--- src/rtl/uart_tx_fifo_if.sv ---
// Byte-producer handshake into the UART transmitter FIFO.
// The producer drives valid/data; the transmitter answers with ready.
interface uart_tx_fifo_if #(
    parameter int DATA_BITS = 8
) ();
    logic                 in_valid;
    logic [DATA_BITS-1:0] in_data;
    logic                 in_ready;

    modport master (output in_valid, output in_data, input  in_ready);
    modport slave  (input  in_valid, input  in_data, output in_ready);
endinterface

--- src/rtl/uart_tx_fifo.sv ---
// UART transmitter with an input FIFO and built-in baud timing.
// Frames stream back to back while enabled and the FIFO has data.
module uart_tx_fifo #(
    parameter int CLK_FREQ   = 25000000,
    parameter int BAUD_RATE  = 115200,
    parameter int DATA_BITS  = 8,
    parameter int PARITY     = 0,
    parameter int STOP_BITS  = 1,
    parameter int FIFO_DEPTH = 16
) (
    input  logic                          clk,
    input  logic                          rst_n,
    input  logic                          en,
    uart_tx_fifo_if.slave                 in_if,
    output logic [$clog2(FIFO_DEPTH):0]   fifo_level,
    output logic                          busy,
    output logic                          tx
);
    localparam int DIV = CLK_FREQ / BAUD_RATE;
    localparam int AW  = $clog2(FIFO_DEPTH);
    localparam int TW  = $clog2(STOP_BITS * DIV);
    localparam int IW  = $clog2(DATA_BITS);

    typedef enum logic [2:0] {S_IDLE, S_START, S_DATA, S_PARITY, S_STOP} state_t;

    state_t               state_q, state_d;
    logic [TW-1:0]        cnt_q, cnt_d;
    logic [IW-1:0]        idx_q, idx_d;
    logic [DATA_BITS-1:0] sh_q, sh_d;
    logic                 par_q, par_d;
    logic                 tx_q, tx_d;
    logic                 busy_q, busy_d;
    logic [AW-1:0]        wr_ptr_q, wr_ptr_d, rd_ptr_q, rd_ptr_d;
    logic [AW:0]          level_q, level_d;
    logic [DATA_BITS-1:0] mem_q [FIFO_DEPTH];
    logic [DATA_BITS-1:0] rd_data;
    logic                 wr_en, pop, can_pop, bit_end, stop_end;

    assign in_if.in_ready = (level_q != (AW+1)'(FIFO_DEPTH));
    assign wr_en          = in_if.in_valid & in_if.in_ready;
    assign can_pop        = en && (level_q != '0);
    assign rd_data        = mem_q[rd_ptr_q];
    assign bit_end        = (cnt_q == TW'(DIV - 1));
    assign stop_end       = (cnt_q == TW'(STOP_BITS * DIV - 1));
    assign fifo_level     = level_q;
    assign busy           = busy_q;
    assign tx             = tx_q;

    always_ff @(posedge clk) begin
        if (wr_en) mem_q[wr_ptr_q] <= in_if.in_data;
    end

    always_ff @(posedge clk or negedge rst_n) begin
        if (!rst_n) begin
            state_q  <= S_IDLE;
            cnt_q    <= '0;
            idx_q    <= '0;
            sh_q     <= '0;
            par_q    <= 1'b0;
            tx_q     <= 1'b1;
            busy_q   <= 1'b0;
            wr_ptr_q <= '0;
            rd_ptr_q <= '0;
            level_q  <= '0;
        end else begin
            state_q  <= state_d;
            cnt_q    <= cnt_d;
            idx_q    <= idx_d;
            sh_q     <= sh_d;
            par_q    <= par_d;
            tx_q     <= tx_d;
            busy_q   <= busy_d;
            wr_ptr_q <= wr_ptr_d;
            rd_ptr_q <= rd_ptr_d;
            level_q  <= level_d;
        end
    end

    always_comb begin
        state_d = state_q;
        cnt_d   = cnt_q + TW'(1);
        idx_d   = idx_q;
        sh_d    = sh_q;
        par_d   = par_q;
        pop     = 1'b0;

        case (state_q)
            S_IDLE: begin
                cnt_d = '0;
                if (can_pop) begin
                    pop     = 1'b1;
                    state_d = S_START;
                end
            end
            S_START: begin
                if (bit_end) begin
                    cnt_d   = '0;
                    idx_d   = '0;
                    state_d = S_DATA;
                end
            end
            S_DATA: begin
                if (bit_end) begin
                    cnt_d = '0;
                    sh_d  = sh_q >> 1;
                    if (idx_q == IW'(DATA_BITS - 1))
                        state_d = (PARITY != 0) ? S_PARITY : S_STOP;
                    else
                        idx_d = idx_q + IW'(1);
                end
            end
            S_PARITY: begin
                if (bit_end) begin
                    cnt_d   = '0;
                    state_d = S_STOP;
                end
            end
            S_STOP: begin
                // Chaining straight into START keeps bursts free of idle gaps.
                if (stop_end) begin
                    cnt_d = '0;
                    if (can_pop) begin
                        pop     = 1'b1;
                        state_d = S_START;
                    end else begin
                        state_d = S_IDLE;
                    end
                end
            end
            default: state_d = S_IDLE;
        endcase

        if (pop) begin
            sh_d  = rd_data;
            par_d = ^rd_data;
        end

        wr_ptr_d = wr_en ? wr_ptr_q + AW'(1) : wr_ptr_q;
        rd_ptr_d = pop   ? rd_ptr_q + AW'(1) : rd_ptr_q;
        level_d  = level_q;
        if (wr_en && !pop)      level_d = level_q + (AW+1)'(1);
        else if (!wr_en && pop) level_d = level_q - (AW+1)'(1);

        // tx is one register behind the state, so it falls the edge after the pop.
        tx_d = 1'b1;
        case (state_q)
            S_START:  tx_d = 1'b0;
            S_DATA:   tx_d = sh_q[0];
            S_PARITY: tx_d = (PARITY == 2) ? ~par_q : par_q;
            default:  tx_d = 1'b1;
        endcase

        busy_d = (state_d != S_IDLE) || (level_q != '0);
    end
endmodule

--- src/flat_wrapper.sv ---
// flat-port wrapper written by rule: the top's interface ports become plain ports
module uart_tx_fifo_flat 
#(
    parameter int CLK_FREQ   = 25000000,
    parameter int BAUD_RATE  = 115200,
    parameter int DATA_BITS  = 8,
    parameter int PARITY     = 0,
    parameter int STOP_BITS  = 1,
    parameter int FIFO_DEPTH = 16
)
  (clk, rst_n, en, fifo_level, busy, tx, in_if_in_valid, in_if_in_data, in_if_in_ready);
  uart_tx_fifo_if #(.DATA_BITS(DATA_BITS)) in_if_i ();
  input  logic clk;
  input  logic rst_n;
  input  logic en;
  output logic [$clog2(FIFO_DEPTH):0] fifo_level;
  output logic busy;
  output logic tx;
  input wire logic [$bits(in_if_i.in_valid)-1:0] in_if_in_valid;
  input wire logic [$bits(in_if_i.in_data)-1:0] in_if_in_data;
  output wire logic [$bits(in_if_i.in_ready)-1:0] in_if_in_ready;
  assign in_if_i.in_valid = in_if_in_valid;
  assign in_if_i.in_data = in_if_in_data;
  assign in_if_in_ready = in_if_i.in_ready;
  uart_tx_fifo #(.CLK_FREQ(CLK_FREQ), .BAUD_RATE(BAUD_RATE), .DATA_BITS(DATA_BITS), .PARITY(PARITY), .STOP_BITS(STOP_BITS), .FIFO_DEPTH(FIFO_DEPTH)) u_core (.clk(clk), .rst_n(rst_n), .en(en), .in_if(in_if_i), .fifo_level(fifo_level), .busy(busy), .tx(tx));
endmodule
--- config.mk ---
export PLATFORM = sky130hd
export DESIGN_NAME = uart_tx_fifo_flat
export DESIGN_NICKNAME = d
export VERILOG_FILES = /design/src/rtl/uart_tx_fifo_if.sv /design/src/rtl/uart_tx_fifo.sv /design/src/flat_wrapper.sv
export SDC_FILE = /design/constraint.sdc
export NUM_CORES = 1
export LEC_CHECK = 0
export ABC_AREA = 0
export CORE_MARGIN = 10
export CORE_UTILIZATION = 44
export DETAILED_ROUTE_END_ITERATION = 8
export PLACE_DENSITY = 0.69
export SLEW_MARGIN = 20
export SYNTH_ARGS = -nofsm -noshare
export SYNTH_HDL_FRONTEND = slang
export SYNTH_SLANG_ARGS = --single-unit
--- constraint.sdc ---
create_clock -name clk -period 3.9 [get_ports clk]
set_input_delay 0.78 -clock clk [delete_from_list [all_inputs] [get_ports clk]]
set_output_delay 0.78 -clock clk [all_outputs]
set_load 0.1 [all_outputs]
## Word level (Yosys, flattened, before mapping)

Memory sizes are Yosys's and may differ from the RTL's.
Cells that the tools add are included.

- Register bits after elaboration: 38
- RAM bits: 128
- Input port bits: 12
- Memories kept: 1

- Add/sub/neg operators: 6
- Equality and inequality tests: 10
- Muxes and demuxes: 25
- Bitwise operators: 1
- Reduce and logical (&&, ||, !) cells: 17

Memory list:

| memory | words | width | read ports | clocked after Yosys merged registers in | write ports | line | RTL |
|---|---|---|---|---|---|---|---|
| u_core.mem_q | 16 | 8 | 1 | 0 | 1 | uart_tx_fifo.sv:35 | `logic [DATA_BITS-1:0] mem_q [FIFO_DEPTH];` |

Operator list:

| cell | number |
|---|---|
| $mux 8 | 4 |
| $mux 3 | 9 |
| $pmux 8 s2 | 1 |
| $pmux 3 s5 | 1 |
| $mux 5 | 2 |
| $add 4x1->4 const B | 2 |
| $add 8x1->8 const B | 1 |
| $eq 8x8->1 const B | 1 |
| $reduce_bool 2->1 | 4 |
| $reduce_xor 8->1 | 1 |
| $eq 3x2->1 const B | 2 |
| $eq 3x3->1 const B | 2 |
| $pmux 3 s2 | 1 |
| $add 5x1->5 const B | 1 |
| $mux 1 | 5 |
| $ne 5x5->1 const B | 1 |
| $reduce_bool 5->1 | 1 |
| $sub 5x1->5 const B | 1 |
| $ne 2x1->1 const B | 2 |
| $reduce_and 4->1 | 1 |
| $reduce_or 4->1 | 1 |
| $add 3x1->3 const B | 1 |
| $eq 3x1->1 const B | 1 |
| $logic_and 1x1->1 | 3 |
| 9 further kinds | 10 |

## Depth between registers and ports, before layout

Gate-level depths: netlist of the first run.

- Depth in word-level cells: 8
- Mapped depth: 13
- Mapped depth without buffers: 13

## Least setup slack after synthesis of the first run

Ideal clock, no wire load.

- Path kind: reg2reg
- Start: register u_core.level_q[3], in the netlist u_core.fifo_level[3]
- End: register u_core.level_q[4], in the netlist u_core.fifo_level[4]
- Library setup time: 0.163 ns
- Data arrival time: 3.663 ns
- Setup slack: 0.075 ns
- Cell stages (with the launch flop): 13
- Buffers on the path: 1
- Cells stage by stage: dfrtp_1 nor4_1 nand2_1 and2_1 clkbuf_1 ha_1 inv_1 fa_1 a21o_1 a21oi_1 xnor2_1 nor2_1 xor2_1

- Elaborated cells between the ends (all ways): 16
- Classes of those cells: add/sub: 2; eq/ne: 1; mux: 5; bitwise: 1; reduce/logical: 7

RTL lines:

| what | line | RTL |
|---|---|---|
| from (decl) | uart_tx_fifo.sv:34 | `logic [AW:0] level_q, level_d;` |
| from (signal assigned) | uart_tx_fifo.sv:75 | `level_q <= level_d;` |
| $ne 5x5->1 * | uart_tx_fifo.sv:39 | `assign in_if.in_ready = (level_q != (AW+1)'(FIFO_DEPTH));` |
| via in_if_in_ready | flat_wrapper.sv:21 | `output wire logic [$bits(in_if_i.in_ready)-1:0] in_if_in_ready;` |
| $and 1x1->1 * | uart_tx_fifo.sv:40 | `assign wr_en = in_if.in_valid & in_if.in_ready;` |
| via u_core.wr_en | uart_tx_fifo.sv:37 | `logic wr_en, pop, can_pop, bit_end, stop_end;` |
| $logic_not 1->1 | uart_tx_fifo.sv:142 | `else if (!wr_en && pop) level_d = level_q - (AW+1)'(1);` |
| $logic_and 1x1->1 | uart_tx_fifo.sv:142 |  |
| $reduce_bool 2->1 (no line) | n/a |  |

Mark *: on every way through the listed nets, which the timed path passes. The rest lies on a longest branch. The select of a mux whose other input is x is not followed.
A chain may end at the register's enable or synchronous reset.

## Worst setup path after layout of the first run

- Start: register u_core.rd_ptr_q[2]
- End: register u_core.par_q

- Word-level cells in the longest chain between the ends: 2

Ends and longest elaborated chain:

| what | line | RTL |
|---|---|---|
| from (decl) | uart_tx_fifo.sv:33 | `logic [AW-1:0] wr_ptr_q, wr_ptr_d, rd_ptr_q, rd_ptr_d;` |
| from (signal assigned) | uart_tx_fifo.sv:74 | `rd_ptr_q <= rd_ptr_d;` |
| $mem_v2 16x8 | n/a |  |
| $reduce_xor 8->1 | uart_tx_fifo.sv:135 | `par_d = ^rd_data;` |
| to (signal assigned) | uart_tx_fifo.sv:70 | `par_q <= par_d;` |
| to (decl) | uart_tx_fifo.sv:30 | `logic par_q, par_d;` |

No other way between the ends.

==> metrics, run 1 <==
IO Pins=20; Final Max Slew Viols=0; initial antenna violation count=0; clock sinks=~170; CP cell instances=buf_4 -> nor2b_1 -> a221oi_1 -> a21oi_1 -> o21ai_0 -> xnor3_1 -> xnor2_1 -> mux2_2; Diodes inserted=0; per-cell routed wire length=between 15 and 20 µm; Post-synth EDFFs=128; Setup crit start kind=flip-flop; Initial DRT Pass Iterations=4; Synth Cell Area=6890 µm²; buffers added on ports=19; power density cells=between 700 and 800 nW/µm²; Max Freq=between 300 and 400 MHz; via count=3,512; Most used DFF post-synth=edfxtp_1; utilization after layout=0.5202; Num CTS Buffers=17; count leader, synth=edfxtp_1; Leak Pwr=about 2.8 nW; max-cap violations=0; slowest CP cell=dfrtp_1; Slowest Stage Delay on Critical Path=1.00 ns; Syn Inst Count=between 300 and 400; RSZ-0062 raised after global routing=false; area leader, netlist=edfxtp_1; Longest Clk Path Bufs=2; Initial Utilization=0.4516; min Tclk post-route=3.184 ns; CP delay by family, top=flip-flops; DP HPWL=8488 µm; Final Setup Violations=0; register area share after synthesis=0.6960; clk_skew=between 0.007 and 0.008 ns; die area=about 21,000 µm²; Crit. End Element=flip-flop; top layer in use=met4; total gr overflow=0; post-CTS setup buffer count=0; setup TNS=0 ns; DR WL met2=roughly 6300 µm; largest net degree at the start of global routing=39; M1 wire length=5653 µm; routed wl met3=619 µm; overall global routing resource usage=0.1263; root buf cell=clkbuf_16; ranking of synthesized cells by area=edfxtp_1 (56%), dfrtp_1 (13%), mux4_2 (10%), ha_1 (2.4%), xnor2_1 (1.8%); CTS tree=yes; first-pass GRT wire length=between 20,000 and 25,000 µm; Detail Route Antenna Nets=0; share of cells above drive strength 1=0.1946; Worst-path clk slew=roughly 0.06 ns; synth unique cells=a little over 40; worst slack at placement=0.6967 ns; number of global-route vias before repair=around 3,700; H-tree levels=4; post-CTS sizing=0; worst path arrival time=3.49 ns; initial DRC count=around 280; core area=15,260 µm²; final hold slack=~0.46 ns; asr flop ratio synth=0.2289; final number of hold-violating endpoints=0; Buf/Inv on CP=1; critical path class=reg2reg; # DRC=0; Hold WC Path Type=in2async; outcome=completed; Final WS setup=about 0.72 ns; Slew HR=0.3337; clk_lat worst skew=0.42 ns; Synth Register Bits=166; # rows=45; post-synthesis average cell area=between 15 and 20 µm²; RePlAce Congestion=about 0.76; hold buffers post-CTS=0; Crit Path Max Fanout=18; drt via density=~5.3; chip width=about 150 µm; top post-synthesis cells by count=edfxtp_1 (128), dfrtp_1 (37), mux4_2 (32), nand2_1 (27), nor2_1 (25); worst slew pin tran=~1 ns; synth-to-layout area growth=15.20%; Syn Nets=around 430; Synthesis Warnings=0; period utilization=0.8164; VDD IR max=between 0.7 and 0.8 mV; final net count=between 400 and 500; area share of the largest cell type after synthesis=0.5578; final WL=about 13,000 µm; Required @ worst endpoint=4.21 ns; Die Ht=roughly 150 µm
-- registers in the layout, indices dropped and copies added, names as in the netlist --
register	cells
u_core.mem_q	128
u_core.rd_ptr_q	4
u_core.busy	1
u_core.idx_q	3
u_core.sh_q	8
u_core.wr_ptr_q	4
u_core.par_q	1
u_core.cnt_q	8
u_core.state_q	3
u_core.fifo_level	5
u_core.tx	1
-- metal layers --
layer,global-route usage,up-vias
met2,0.2009,79
met1,0.1645,1810
met5,0,-
li1,-,1608
met4,0.04398,0
met3,0.03260,15
-- kinds of logic after synthesis --
family                     after synthesis  share of synthesized area
DFF                                    166                     0.6960
xor gates and xnor gates                23                    0.03123
adders and majority gates               15                    0.02797
muxes                                   43                     0.1258
and+or+nand+nor                         83                    0.05665
AOI/OAI and AO/OA                       42                    0.04395
buffers and inverters                   27                    0.01834
-- cells in the final DEF (no fill, tap or decap), types with 2 or more instances in the layout --
cell type	synthesis	final
a21o_1	2	2
a21oi_1	4	4
a221oi_2	2	2
a22o_1	8	8
a22oi_1	8	8
and2_1	3	3
buf_4	0	15
bufinv_16	0	2
clkbuf_16	0	17
clkdlybuf4s50_1	0	18
clkinv_1	0	2
clkinv_4	0	2
clkinvlp_4	0	3
dfrtp_1	37	36
edfxtp_1	128	128
ha_1	13	13
inv_1	9	9
inv_6	0	4
mux2_2	3	3
mux2i_1	6	6
mux4_1	2	2
mux4_2	32	32
nand2_1	27	27
nand2b_1	3	3
nand3_1	4	4
nand3b_1	2	2
nand4_1	2	2
nor2_1	25	25
nor2b_1	7	7
nor3_1	5	5
nor4_1	2	2
o21ai_0	14	14
xnor2_1	14	14
xor2_1	8	8
-- worst register-to-register path, delay by kind of cell (launching register included) --
kind                      cells  cell delay (ns)
and+or+nand+nor               1             0.07
xor gates and xnor gates      2             0.61
muxes                         1             0.25
buffers and inverters         1             0.34
AOI/OAI and AO/OA             3             0.80
DFF                           1             1.00
-- final timing paths --
path / start / to / slack (ns) / cells past startpoint
worst max-delay path: u_core.rd_ptr_q[2] / u_core.par_q / 0.72 / 8
worst min-delay path: rst_n / u_core.fifo_level[0] / 0.46 / 1
worst max register to register: u_core.rd_ptr_q[2] / u_core.par_q / 0.72 / 8
worst min register to register: u_core.sh_q[0] / u_core.sh_q[0] / 0.50 / 2
max in group asynchronous: rst_n / u_core.rd_ptr_q[0] / 2.84 / 1
min in group clk: u_core.sh_q[0] / u_core.sh_q[0] / 0.50 / 2
-- power breakdown --
group          switching, W  internal (W)
Sequential         0.000288       0.00219
Clock              0.000677      0.000946
Combinational       0.00101      0.000910
Total               0.00197       0.00405
-- metrics by stage --
stage	cell area [µm²]	total power, W	instances
after CTS	7938	0.006083	658
after global placement	7361	0.004404	626
after floorplan	6890	0.003963	399
final	7938	0.006019	658
after detailed placement	7361	0.004458	626
after global routing	7938	0.006357	658
-- area by class of cell --
cell class                 count  area, µm²
fill                        1225       7321
inverter                       9      33.78
multi-input combinational    206       1968
tap                          211      264.0
clock inverter                14      147.6
sequential                   166       4797
clock buffer                  18      429.2
timing repair buffer          34      297.8
No activity file was read; power rests on OpenSTA's default activity.
==> run 2, diff against run 1 <==
--- a/config.mk
+++ b/config.mk
@@ -9,7 +9,7 @@
 export CORE_MARGIN = 10
 export CORE_UTILIZATION = 44
 export DETAILED_ROUTE_END_ITERATION = 8
-export PLACE_DENSITY = 0.69
+export PLACE_DENSITY = 0.71
 export SLEW_MARGIN = 20
 export SYNTH_ARGS = -nofsm -noshare
 export SYNTH_HDL_FRONTEND = slang
==> constraint.sdc (replaced) <==
create_clock -name clk -period 2.8 [get_ports clk]
set_input_delay 0.56 -clock clk [delete_from_list [all_inputs] [get_ports clk]]
set_output_delay 0.56 -clock clk [all_outputs]
set_load 0.1 [all_outputs]
==> metrics, run 2 (synthesis results as in run 1) <==
Worst-path clk slew=0.06 ns (about the same); final net count=475 (was 460); RSZ-0062 raised after global routing=false (unchanged); CP cell instances=buf_12 -> mux4_2 -> a221oi_2 -> xor2_1 -> xnor3_1 -> xnor2_1 -> mux2_2 (was buf_4 -> nor2b_1 -> a221oi_1 -> a21oi_1 -> o21ai_0 -> xnor3_1 -> xnor2_1 -> mux2_2); Max Freq=375.8 MHz (was 314.1 MHz); # DRC=0 (unchanged); Initial DRT Pass Iterations=4 (unchanged); Crit. End Element=flip-flop (unchanged); outcome=completed (unchanged); share of cells above drive strength 1=0.2749 (was 0.1946); min Tclk post-route=2.661 ns (was 3.184 ns); post-CTS sizing=0 (unchanged); largest net degree at the start of global routing=39 (unchanged); number of global-route vias before repair=3,922 (was 3,659); critical path class=reg2reg (unchanged); Slew HR=0.4225 (was 0.3337); root buf cell=clkbuf_16 (unchanged); # rows=45 (unchanged); chip width=145.1 µm (unchanged); reg2reg setup slack=0.14 ns (was 0.72 ns); worst slack at placement=0.1309 ns (was 0.6967 ns); Die Ht=145.1 µm (unchanged); final hold slack=0.2545 ns (was 0.4650 ns); buffers added on ports=19 (unchanged); Leak Pwr=2.912 nW (was 2.786 nW); first-pass GRT wire length=21,360 µm (was 20,770 µm); Crit Path Max Fanout=22 (was 18); Non-Filler Instances=673 (was 658); VDD IR max=0.7218 mV (was 0.7662 mV); per-cell routed wire length=19.65 µm (was 19.33 µm); Biggest register=u_core.mem_q (unchanged); Slowest Stage Delay on Critical Path=0.53 ns (was 1.00 ns); worst path arrival time=2.97 ns (was 3.49 ns); Final WS setup=0.1388 ns (was 0.7160 ns); commonest non-fill, non-tap cell in the layout=edfxtp_1 (unchanged); IO Pins=20 (unchanged); placed cell areas=7566 µm² (was 7361 µm²); Longest Clk Path Bufs=2 (unchanged); clk_lat worst skew=0.42 ns (about the same); Reg2Reg Capture Point=u_core.par_q (unchanged); Placed Cells=641 (was 626); drt via density=5.311 (was 5.337); final WL=13,230 µm (was 12,720 µm); max-cap violations=0 (unchanged); Hold WC Path Type=in2async (unchanged); DP HPWL=8786 µm (was 8488 µm); clock sinks=166 (unchanged); H-tree levels=4 (unchanged); final number of hold-violating endpoints=0 (unchanged); initial antenna violation count=0 (unchanged); Num CTS Buffers=17 (unchanged); via count=3,574 (was 3,512); power density cells=1072 nW/µm² (was 758.2 nW/µm²); slowest CP cell=mux4_2 (was dfrtp_1); worst r2r src=u_core.rd_ptr_q[0] (was u_core.rd_ptr_q[2]); period utilization=0.9504 (was 0.8164); r2r worst-path depth=7 (was 8); setup TNS=0 ns (unchanged); total gr overflow=0 (unchanged); RePlAce Congestion=0.7700 (was 0.7600); synth-to-layout area growth=18.79% (was 15.20%); CTS tree=yes (unchanged); Required @ worst endpoint=3.11 ns (was 4.21 ns); Diodes inserted=0 (unchanged); CP delay by family, top=multiplexers (was flip-flops); Buf/Inv on CP=1 (unchanged); commonest cells after routing, fill and taps aside=edfxtp_1 (128), buf_4 (36), mux4_2 (32) (was edfxtp_1 (128), dfrtp_1 (36), mux4_2 (32)); hold buffers post-CTS=0 (unchanged); Setup crit start kind=flip-flop (unchanged); Final Setup Violations=0 (unchanged); biggest registers after layout=u_core.mem_q: 128 flops, u_core.cnt_q: 8 flops, u_core.sh_q: 8 flops (unchanged); Initial Utilization=0.4516 (unchanged); fin area=8185 µm² (was 7938 µm²); post-CTS setup buffer count=0 (unchanged); Final Max Slew Viols=0 (unchanged); Detail Route Antenna Nets=0 (unchanged); max reg flops=128 (unchanged); clk_skew=0.01094 ns (was 0.007955 ns); worst slew pin tran=0.8663 ns (was 0.9995 ns); die area=21,070 µm² (unchanged); initial DRC count=223 (was 278); core area=15,260 µm² (unchanged); overall global routing resource usage=0.1310 (was 0.1263)
[run 2: area by class of cell]
| class | count | area, µm² |
|---|---|---|
| Fill cell | 1216 | 7073 |
| Clock buffer | 18 | 429.2 |
| Tap cell | 211 | 264.0 |
| Multi-Input combinational cell | 206 | 2042 |
| Timing Repair Buffer | 49 | 415.4 |
| Sequential cell | 166 | 4813 |
| Inverter | 9 | 36.28 |
| Clock inverter | 14 | 185.2 |
[run 2: worst max path at each step]
stage | start | to | slack [ns] | cells past startpoint
floorplan | u_core.fifo_level[0] | u_core.fifo_level[4] | -0.006 | 12
global placement | in_if_in_valid | u_core.fifo_level[4] | 0.16 | 10
detailed placement | u_core.rd_ptr_q[2] | u_core.par_q | 0.13 | 8
CTS | u_core.rd_ptr_q[2] | u_core.par_q | 0.11 | 8
global route | u_core.rd_ptr_q[0] | u_core.par_q | 0.02 | 7
finish | u_core.rd_ptr_q[0] | u_core.par_q | 0.14 | 7
[run 2: per-stage QoR]
stage                 util  power [W]
floorplan                -   0.005624
global placement    0.4959   0.006331
detailed placement  0.4959   0.006414
CTS                 0.5361   0.008864
global route        0.5364   0.009243
finish              0.5364   0.008778
[run 2: routing by layer]
layer  global-route usage  wire [µm]  vias to the layer above
met5                    0          0                        -
met3              0.03695        675                        7
met4              0.04499         89                        0
met1               0.1579       5556                     1846
li1                     -          -                     1640
met2               0.2210       6905                       81
[run 2: report_power, final]
| group | internal (W) | leakage (nW) | switching [W] | total, W |
|---|---|---|---|---|
| Sequential | 0.00307 | 1.62 | 0.000337 | 0.00341 |
| Clock | 0.00143 | 0.297 | 0.000988 | 0.00242 |
| Combinational | 0.00140 | 0.994 | 0.00154 | 0.00295 |
